File: src/rtl/fx_mac_array_if.sv
// Stream bundle for fx_mac_array: operand beats in, one saturated result per vector out.
`timescale 1ns/1ps
interface fx_mac_array_if #(
    parameter int width = 10,
    parameter int lanes = 4
);
    logic                   in_valid;
    logic                   in_ready;
    logic                   in_last;
    logic [lanes*width-1:0] a;
    logic [lanes*width-1:0] b;
    logic                   out_valid;
    logic                   out_ready;
    logic [width-1:0]       sum;
    logic                   ovf;

    modport master (
        output in_valid, in_last, a, b, out_ready,
        input  in_ready, out_valid, sum, ovf
    );

    modport slave (
        input  in_valid, in_last, a, b, out_ready,
        output in_ready, out_valid, sum, ovf
    );
endinterface

File: src/rtl/fx_mac_array.sv
// Multi-lane saturating fixed-point MAC: per-lane clamped products are summed per beat
// and accumulated over a vector; one saturated result per vector leaves on a valid/ready port.
`timescale 1ns/1ps
module fx_mac_array #(
    parameter int width       = 10,
    parameter int int_bits    = 2,
    parameter int lanes       = 4,
    parameter int pipe_stages = 2,
    parameter int rounding    = 1
) (
    input  logic          clk,
    input  logic          reset,
    fx_mac_array_if.slave io
);
    localparam int frac  = width - int_bits;
    localparam int sum_w = width + $clog2(lanes);
    localparam int acc_w = sum_w + 4;

    localparam logic signed [2*width-1:0] rnd_add =
        (rounding != 0 && frac > 0) ? ((2*width)'(1) << ((frac > 0) ? frac - 1 : 0)) : '0;
    localparam logic signed [2*width-1:0] p_max = {{(width+1){1'b0}}, {(width-1){1'b1}}};
    localparam logic signed [2*width-1:0] p_min = {{(width+1){1'b1}}, {(width-1){1'b0}}};
    localparam logic signed [acc_w-1:0]   r_max = {{(acc_w-width+1){1'b0}}, {(width-1){1'b1}}};
    localparam logic signed [acc_w-1:0]   r_min = {{(acc_w-width+1){1'b1}}, {(width-1){1'b0}}};

    // Returns {sat, clamped product}; the product is rescaled to Q(int_bits.frac).
    function automatic logic [width:0] lane_mul(
        input logic signed [width-1:0] x,
        input logic signed [width-1:0] y
    );
        logic signed [2*width-1:0] prod;
        logic signed [2*width-1:0] shifted;
        prod    = (2*width)'(x) * (2*width)'(y);
        shifted = (prod + rnd_add) >>> frac;
        if (shifted > p_max)
            lane_mul = {1'b1, p_max[width-1:0]};
        else if (shifted < p_min)
            lane_mul = {1'b1, p_min[width-1:0]};
        else
            lane_mul = {1'b0, shifted[width-1:0]};
    endfunction

    typedef struct packed {
        logic                    valid;
        logic                    last;
        logic                    sat;
        logic signed [sum_w-1:0] lsum;
    } beat_t;

    logic                    en;
    logic                    out_valid_reg;
    logic [width-1:0]        sum_reg;
    logic                    ovf_reg;

    logic [width:0]          lane_res [lanes];
    logic [lanes-1:0]        lane_sat;
    logic signed [width-1:0] p_reg    [lanes];
    logic                    s1_valid_reg;
    logic                    s1_last_reg;
    logic                    s1_sat_reg;
    logic signed [sum_w-1:0] lsum;
    beat_t                   s2_in;
    beat_t                   acc_in;

    logic signed [acc_w-1:0] acc_reg;
    logic signed [acc_w-1:0] acc_base;
    logic signed [acc_w-1:0] acc_next;
    logic signed [acc_w:0]   acc_raw;
    logic                    acc_sat;
    logic [width-1:0]        res;
    logic                    res_sat;
    logic                    first_reg;
    logic                    sticky_reg;
    logic                    sticky_next;
    logic                    load;

    // A stalled output freezes the whole pipe, so nothing in flight is lost or repeated.
    assign en           = !(out_valid_reg && !io.out_ready);
    assign io.in_ready  = en;
    assign io.out_valid = out_valid_reg;
    assign io.sum       = sum_reg;
    assign io.ovf       = ovf_reg;

    genvar gi;
    generate
        for (gi = 0; gi < lanes; gi++) begin : g_lane
            assign lane_res[gi] = lane_mul(io.a[gi*width +: width], io.b[gi*width +: width]);
            assign lane_sat[gi] = lane_res[gi][width];
        end
    endgenerate

    always_ff @(posedge clk or posedge reset) begin
        if (reset) begin
            s1_valid_reg <= 1'b0;
            s1_last_reg  <= 1'b0;
            s1_sat_reg   <= 1'b0;
            for (int i = 0; i < lanes; i++) p_reg[i] <= '0;
        end else if (en) begin
            s1_valid_reg <= io.in_valid;
            if (io.in_valid) begin
                s1_last_reg <= io.in_last;
                s1_sat_reg  <= |lane_sat;
                for (int i = 0; i < lanes; i++) p_reg[i] <= lane_res[i][width-1:0];
            end
        end
    end

    // Lane sum is wide enough for every lane at full scale, so it cannot overflow.
    always_comb begin
        lsum = '0;
        for (int i = 0; i < lanes; i++) lsum = lsum + sum_w'(p_reg[i]);
    end

    assign s2_in = {s1_valid_reg, s1_last_reg, s1_sat_reg, lsum};

    generate
        if (pipe_stages == 1) begin : g_no_dly
            assign acc_in = s2_in;
        end else begin : g_dly
            beat_t dly_reg [pipe_stages-1];
            always_ff @(posedge clk or posedge reset) begin
                if (reset) begin
                    for (int i = 0; i < pipe_stages-1; i++) dly_reg[i] <= '0;
                end else if (en) begin
                    dly_reg[0] <= s2_in;
                    for (int i = 1; i < pipe_stages-1; i++) dly_reg[i] <= dly_reg[i-1];
                end
            end
            assign acc_in = dly_reg[pipe_stages-2];
        end
    endgenerate

    always_comb begin
        acc_base = first_reg ? '0 : acc_reg;
        acc_raw  = (acc_w+1)'(acc_base) + (acc_w+1)'($signed(acc_in.lsum));
        acc_sat  = (acc_raw[acc_w] != acc_raw[acc_w-1]);
        if (!acc_sat)
            acc_next = acc_raw[acc_w-1:0];
        else if (acc_raw[acc_w])
            acc_next = {1'b1, {(acc_w-1){1'b0}}};
        else
            acc_next = {1'b0, {(acc_w-1){1'b1}}};

        res_sat = 1'b1;
        if (acc_next > r_max)
            res = r_max[width-1:0];
        else if (acc_next < r_min)
            res = r_min[width-1:0];
        else begin
            res     = acc_next[width-1:0];
            res_sat = 1'b0;
        end

        // The first beat of a vector starts the sticky flag afresh.
        sticky_next = (first_reg ? 1'b0 : sticky_reg) | acc_in.sat | acc_sat;
    end

    assign load = en && acc_in.valid && acc_in.last;

    always_ff @(posedge clk or posedge reset) begin
        if (reset) begin
            acc_reg       <= '0;
            first_reg     <= 1'b1;
            sticky_reg    <= 1'b0;
            out_valid_reg <= 1'b0;
            sum_reg       <= '0;
            ovf_reg       <= 1'b0;
        end else begin
            if (en && acc_in.valid) begin
                acc_reg    <= acc_next;
                sticky_reg <= sticky_next;
                first_reg  <= acc_in.last;
            end
            if (load) begin
                sum_reg       <= res;
                ovf_reg       <= sticky_next | res_sat;
                out_valid_reg <= 1'b1;
            end else if (out_valid_reg && io.out_ready) begin
                out_valid_reg <= 1'b0;
            end
        end
    end
endmodule

File: src/flat_wrapper.sv
// flat-port wrapper written by rule: the top's interface ports become plain ports
module fx_mac_array_flat 
#(
    parameter int width       = 10,
    parameter int int_bits    = 2,
    parameter int lanes       = 4,
    parameter int pipe_stages = 2,
    parameter int rounding    = 1
)
  (clk, reset, io_in_valid, io_in_last, io_a, io_b, io_out_ready, io_in_ready, io_out_valid, io_sum, io_ovf);
  fx_mac_array_if #(.width(width), .lanes(lanes)) io_i ();
  input  logic clk;
  input  logic reset;
  input wire logic [$bits(io_i.in_valid)-1:0] io_in_valid;
  input wire logic [$bits(io_i.in_last)-1:0] io_in_last;
  input wire logic [$bits(io_i.a)-1:0] io_a;
  input wire logic [$bits(io_i.b)-1:0] io_b;
  input wire logic [$bits(io_i.out_ready)-1:0] io_out_ready;
  output wire logic [$bits(io_i.in_ready)-1:0] io_in_ready;
  output wire logic [$bits(io_i.out_valid)-1:0] io_out_valid;
  output wire logic [$bits(io_i.sum)-1:0] io_sum;
  output wire logic [$bits(io_i.ovf)-1:0] io_ovf;
  assign io_i.in_valid = io_in_valid;
  assign io_i.in_last = io_in_last;
  assign io_i.a = io_a;
  assign io_i.b = io_b;
  assign io_i.out_ready = io_out_ready;
  assign io_in_ready = io_i.in_ready;
  assign io_out_valid = io_i.out_valid;
  assign io_sum = io_i.sum;
  assign io_ovf = io_i.ovf;
  fx_mac_array #(.width(width), .int_bits(int_bits), .lanes(lanes), .pipe_stages(pipe_stages), .rounding(rounding)) u_core (.clk(clk), .reset(reset), .io(io_i));
endmodule
File: config.mk
export PLATFORM = sky130hd
export DESIGN_NAME = fx_mac_array_flat
export DESIGN_NICKNAME = d
export VERILOG_FILES = /design/src/rtl/fx_mac_array_if.sv /design/src/rtl/fx_mac_array.sv /design/src/flat_wrapper.sv
export SDC_FILE = /design/constraint.sdc
export NUM_CORES = 1
export LEC_CHECK = 0
export ABC_CLOCK_PERIOD_IN_PS = 6000
export CORE_MARGIN = 2
export CORE_UTILIZATION = 45
export CTS_CLUSTER_DIAMETER = 150
export CTS_CLUSTER_SIZE = 8
export DETAILED_ROUTE_END_ITERATION = 7
export GPL_TIMING_DRIVEN = 0
export PLACE_DENSITY_LB_ADDON = 0.12
export SLEW_MARGIN = 20
export SYNTH_ARGS = -nofsm -noshare
export SYNTH_HDL_FRONTEND = slang
export SYNTH_SLANG_ARGS = --single-unit
File: constraint.sdc
create_clock -name clk -period 6 [get_ports clk]
set_input_delay 1.2 -clock clk [delete_from_list [all_inputs] [get_ports clk]]
set_output_delay 1.2 -clock clk [all_outputs]
set_load 0.05 [all_outputs]
==> results of run 1 <==
==> metal layers <==
layer	routed length, um	vias to the layer above	GRT usage	part of all wire
li1	-	7323	-	-
met1	20900	7746	0.277	0.47
met2	22300	141	0.336	0.50
met3	1050	14	0.0146	0.024
met4	188	0	0.0161	0.0042
met5	0	-	0	0
==> what timing repair did <==
action	in CTS	in global routing
gates resized for setup	75	256
endpoints found under the setup margin	39	39
buffers inserted	22	41
pin swaps	22	79
gates cloned	1	5
==> final timing paths <==
path | endpoint | cells past startpoint | from | slack, ns
worst min-delay path | u_core.acc_reg[12] | 2 | u_core.acc_reg[12] | 0.47
worst max register to register | u_core.io.sum[1] | 19 | u_core.first_reg | 0.89
worst min register to register | u_core.acc_reg[12] | 2 | u_core.acc_reg[12] | 0.47
worst max-delay path | u_core.s1_sat_reg | 20 | io_a[13] | 0.02
min in group asynchronous | u_core.io.sum[0] | 2 | reset | 1.21
max in group asynchronous | u_core.p_reg[8] | 3 | reset | 4.17
==> cells in the final DEF, fill, tap and decap left out, types with 10 or more instances in the layout <==
cell type,n
inv_1,500
fa_1,373
clkbuf_4,10
nor2b_1,22
a21o_1,19
ha_4,18
clkdlybuf4s50_1,21
a21oi_2,36
nand2_2,14
clkbuf_1,16
nor3_1,10
o21ai_0,39
buf_6,19
xor2_1,18
nand2b_1,12
buf_2,12
dfrtp_1,87
and2_1,137
nor2_1,97
a21oi_1,56
and2_4,12
fa_2,13
clkbuf_16,16
ha_1,186
inv_2,12
buf_4,68
nand2_1,295
xnor2_1,67
o21ai_1,13
clkbuf_2,19
o21a_1,12
==> cells in the mapped netlist (all sizes together), types with 9 or more instances <==
library cell | n | area share
fa | 386 | 0.37
dfrtp | 87 | 0.11
xnor2 | 70 | 0.030
inv | 518 | 0.094
nand2 | 314 | 0.057
clkbuf | 69 | 0.013
o31ai | 10 | 0.0043
a21o | 19 | 0.0069
o21bai | 9 | 0.0033
nor2 | 105 | 0.019
nor3 | 13 | 0.0036
nand3 | 15 | 0.0036
nand2b | 15 | 0.0045
o21a | 13 | 0.0047
nor2b | 22 | 0.0067
buf | 9 | 0.0022
ha | 205 | 0.12
o21ai | 60 | 0.015
xor2 | 19 | 0.0081
and2 | 149 | 0.045
a211oi | 10 | 0.0041
a21boi | 10 | 0.0038
or3 | 10 | 0.0030
a21oi | 96 | 0.025
==> final cells by class <==
class	count	area, um2	area share
flip-flops and latches	88	2200	0.0919
clock inverters	6	76.3	0.00318
inverters	519	1970	0.0820
repair inverters	2	15.0	0.000626
multi-input cells	1637	17100	0.715
well taps	600	751	0.0313
repair buffers	104	870	0.0363
plain buffers	78	722	0.0301
clock buffers	10	239	0.00997
==> cells by family (layout without fill, tap and decap cells) <==
| group | Yosys count | in the layout | synth area share |
|---|---|---|---|
| AOI/OAI and AO/OA | 275 | 276 | 0.0902 |
| muxes | 5 | 5 | 0.00266 |
| adders and majority gates | 591 | 591 | 0.498 |
| buffers and inverters | 597 | 719 | 0.109 |
| DFF | 88 | 88 | 0.107 |
| and+or+nand+nor | 675 | 675 | 0.154 |
| xor gates and xnor gates | 90 | 90 | 0.0388 |
==> stage by stage <==
step / hold WS [ns] / cells
after floorplan: 0.438 / 2321
after global placement: 0.455 / 2958
after detailed placement: 0.461 / 2959
after CTS: 0.476 / 2998
after global routing: 0.489 / 3044
final: 0.471 / 3044
==> worst min-delay path, stage by stage, from the launching register on <==
cell	delay, ns
dfrtp_1	0.34
nand2_1	0.05
o31ai_1	0.05
==> results.md, run 1 <==
* Crit path kind: primary input to flop
* Setup violators final at 0
* Core box area at between 0.04 and 0.05 mm2
* Max Fclk at around 170 MHz
* Post-Syn Area per Cell at 8.90 um2
* Clock sinks at slightly below 90
* Fin area at between 0.02 and 0.025 mm2
* Cell mode on critical path: fa_1
* Diodes inserted at 0
* Final worst clock skew at slightly below 0.007 ns
* Final core utilization at 0.528
* Cell row count at roughly 80
* Total Wirelength at approximately 44,000 um
* Worst Path Arrival at roughly 6.3 ns
* Starting Density at 0.455
* Synth Register Bits at a little under 90
* Detailed Route Iter0 Violations at 656
* Vias in the first global route at approximately 16,000
* RSZ-0062 raised after global routing: yes
* Vias per cell at around 5
* Status: finished, final reports clean
* Syn nets at 2,997
* Mapped Area at roughly 0.021 mm2
* Total number of vias at between 15,000 and 20,000
* Root Driver: clkbuf_16
* Crit end category: flop
* GPL Wtd Cong at a little over 0.8
* Post-synthesis sequential area ratio at 0.107
* FILL cells at between 4,000 and 5,000
* Total CTS buffers at 9
* Final worst slack at ~0.025 ns
* Final slew viol count at 0
* Most common flop cell mapped by yosys: dfrtp_1
* Layout cells sized above 1 at 0.149
* Number of I/O port buffers at 37
* Crit path largest cell delay at about 0.57 ns
* DRT Pass-1 Iters at 4
* Clk buf depth at 2
* Synth Instances at around 2,300
* All-Layer GR Usage at 0.194
* Startpoint Class: primary input
* Detail Placement HPWL at between 30,000 and 40,000 um
* I/O Pins at 98
* Post-CTS Hold Buffers at 0
* Placed inst area at approximately 0.022 mm2
* Critical path's slowest cell: fa_1
* Worst-Skew Late Latency at about 0.35 ns
* CTS tree: done
* Pin slew with the least headroom to its limit at approximately 0.86 ns
* Buf/Inv on CP at 4
* Cells along the critical path: clkbuf_2, nand2_1, fa_1, fa_1, inv_1, fa_1, fa_1, fa_1, ha_1, a21o_1, a221o_1, o21ai_4, a211oi_4, buf_4, o32ai_4, buf_4, nor2_1, a311oi_1, a31oi_2, a41oi_2
* Routed len/inst at 14.6 um
* H-tree depth at 3
* First-pass GRT wire length at 76,400 um
* Synth warn at 0
* Fin crit share at 0.996
* Synth-to-Final Area Change at 16.1%
* Drc violations at 0
* Antenna violations before repair at 0
* Pre-CTS WS at -0.931 ns
* Ys async rst share at 1.00
* Yosys cell types at between 80 and 90
* Max reg flops at 40
* CP required at ~6.3 ns
* Largest net degree at the start of global routing at 60
* Crit-path leading delay family: adder cells
* Number of synthesized flops with an enable pin at 0
* Worst-path clk slew at approximately 0.07 ns
* MaxCap Viol Count at 0
* Layout Nets at about 3,100
* Min Tclk post-route at between 5 and 6 ns
* Hold Fails Final Rpt at 0
* HP Class: flop to flop
* Die Area at around 0.048 mm2
* CP Max Fanout at 10
* Final setup TNS at 0 ns
* Die Ht at about 220 um
* Remaining global-route overflow at 0
* Die width at 218 um
* Slew HR at 0.425
* Antenna viol nets, final at 0
Power of run 1 is left out: the tool's default activity adds up to more than one toggle a clock period on the data nets, which glitch-free logic cannot reach.
==> run 2: changes to the inputs <==
--- a/config.mk
+++ b/config.mk
@@ -6,13 +6,12 @@
 export NUM_CORES = 1
 export LEC_CHECK = 0
 export ABC_CLOCK_PERIOD_IN_PS = 6000
-export CORE_MARGIN = 2
 export CORE_UTILIZATION = 45
 export CTS_CLUSTER_DIAMETER = 150
 export CTS_CLUSTER_SIZE = 8
 export DETAILED_ROUTE_END_ITERATION = 7
 export GPL_TIMING_DRIVEN = 0
-export PLACE_DENSITY_LB_ADDON = 0.12
+export SKIP_CTS_REPAIR_TIMING = 1
 export SLEW_MARGIN = 20
 export SYNTH_ARGS = -nofsm -noshare
 export SYNTH_HDL_FRONTEND = slang
==> results.md, run 2 (synthesized netlist as in run 1, its figures left out) <==
* Most frequent cells in the layout: inv_1 (500), fa_1 (372), nand2_1 (280), ha_1 (182), and2_1 (136)
* Drc violations at 0
* Layout Nets at roughly 3,100
* Root Driver: clkbuf_16
* Vias in the first global route at 16,100
* Violated checks: negative setup slack
* R2r startpoint: u_core.first_reg
* Worst Path Arrival at 6.30 ns
* Final worst slack at -0.0319 ns
* Die Area at ~0.047 mm2
* Final slew viol count at 0
* CP required at 6.27 ns
* Fin cells at around 3,000
* Final worst clock skew at ~0.0042 ns
* RSZ-0062 raised after global routing: yes
* First-pass GRT wire length at 76,500 um
* Die Ht at between 200 and 250 um
* Startpoint Class: primary input
* All-Layer GR Usage at 0.197
* Status: finished, violations left
* Cell row count at 78
* Remaining global-route overflow at 0
* Pre-CTS WS at -0.998 ns
* Synth-to-Final Area Change at 16.5%
* Detail Placement HPWL at about 37,000 um
* Total number of vias at approximately 15,000
* Clock sinks at just under 90
* Commonest non-fill, non-tap cell in the layout: inv_1
* Worst-path clk slew at roughly 0.06 ns
* DRT Pass-1 Iters at 7
* Dpl cells at about 3,000
* Core box area at 0.0453 mm2
* Setup violators final at 2
* Starting Density at 0.456
* Placed inst area at ~0.022 mm2
* Pin slew with the least headroom to its limit at around 0.8 ns
* Hold Fails Final Rpt at 0
* Total CTS buffers at 9
* Slew HR at 0.469
* H-tree depth at 3
* Diodes inserted at 0
* Crit path kind: primary input to flop
* GPL Wtd Cong at 0.822
* Largest net degree at the start of global routing at approximately 60
* Crit end category: flop
* Hold Path Origin: u_core.s1_valid_reg
* Fin area at 0.0241 mm2
* Number of I/O port buffers at 37
* Detailed Route Iter0 Violations at ~560
* Antenna violations before repair at 1
* Metal3 WL at 912 um
* Clk buf depth at 2
* Antenna viol nets, final at 0
* Vias per cell at 5.04
* Fin crit share at 1.01
* MaxCap Viol Count at 0
* Total Wirelength at about 44,000 um
* HP Class: flop to flop
* I/O Pins at 98
* Launch point of the worst path: io_a[37]
* CP Max Fanout at 6
* Max reg flops at 40
* CTS tree: done
* Min Tclk post-route at about 6.0 ns
* Max Fclk at between 150 and 200 MHz
* DR WL met2 at around 23,000 um
* Routed len/inst at between 10 and 15 um
* Top layer in use: met5
* Worst-Skew Late Latency at between 0.3 and 0.4 ns
* Layout cells sized above 1 at 0.152
* Die width at about 220 um
* Met1 WL at about 20,000 um
run 2: cell types whose count changed in the layout (fill, tap and decap cells not counted), sizes merged:
cell,before,now
a211oi,10,11
buf,108,84
bufinv,1,2
clkbuf,62,61
clkinv,5,1
clkinvlp,2,1
dlygate4sd2,1,0
dlymetal6s2s,0,6
run 2: area by class of cell:
cell class | instances | area [um2]
flip-flops and latches | 88 | 2200
inverters | 519 | 1960
multi-input cells | 1638 | 17400
fillers | 4218 | 21200
well taps | 600 | 751
clock inverters | 4 | 76.3
repair buffers | 83 | 741
clock buffers | 11 | 253
plain buffers | 78 | 703
run 2: final timing paths:
check | to | slack [ns] | depth (start not counted)
setup reg to reg | u_core.io.sum[0] | 0.97 | 19
hold / removal | u_core.acc_in[14] | 0.48 | 2
min in group asynchronous | u_core.io.sum[1] | 1.20 | 2
max in group asynchronous | u_core.s1_sat_reg | 4.17 | 3
hold reg to reg | u_core.acc_in[14] | 0.48 | 2
setup / recovery | u_core.p_reg[8] | -0.03 | 22
run 2: metal layers:
layer / GRT usage / vias to the layer above
met2: 0.348 / 160
met5: 0 / -
met1: 0.272 / 7767
li1: - / 7277
met4: 0.0192 / 2
met3: 0.0145 / 27
run 2: through the flow:
step                      hold slack [ns]  utilization  TNS [ns]
after CTS                           0.475        0.502    -18.61
final                               0.477        0.531   -0.0423
after floorplan                     0.438            -     -1.16
after global placement              0.455        0.494    -29.74
after global routing                0.503        0.531     -2.91
after detailed placement            0.461        0.495    -32.60
run 2: worst max-delay path, cell delays in order:
cell and delay (ns):
clkbuf_16 0.12, nand2_4 0.04, fa_1 0.55, inv_2 0.04, fa_1 0.47, inv_1 0.05, fa_1 0.48, inv_1 0.05
fa_1 0.48, inv_1 0.05, fa_1 0.49, inv_2 0.05, ha_4 0.23, and3_4 0.16, a221oi_4 0.32, a21oi_4 0.11
o211ai_1 0.32, nand3_2 0.21, xor2_2 0.24, a21oi_4 0.10, or3b_1 0.39, a21oi_2 0.16
Power of run 2 is left out for the same reason.
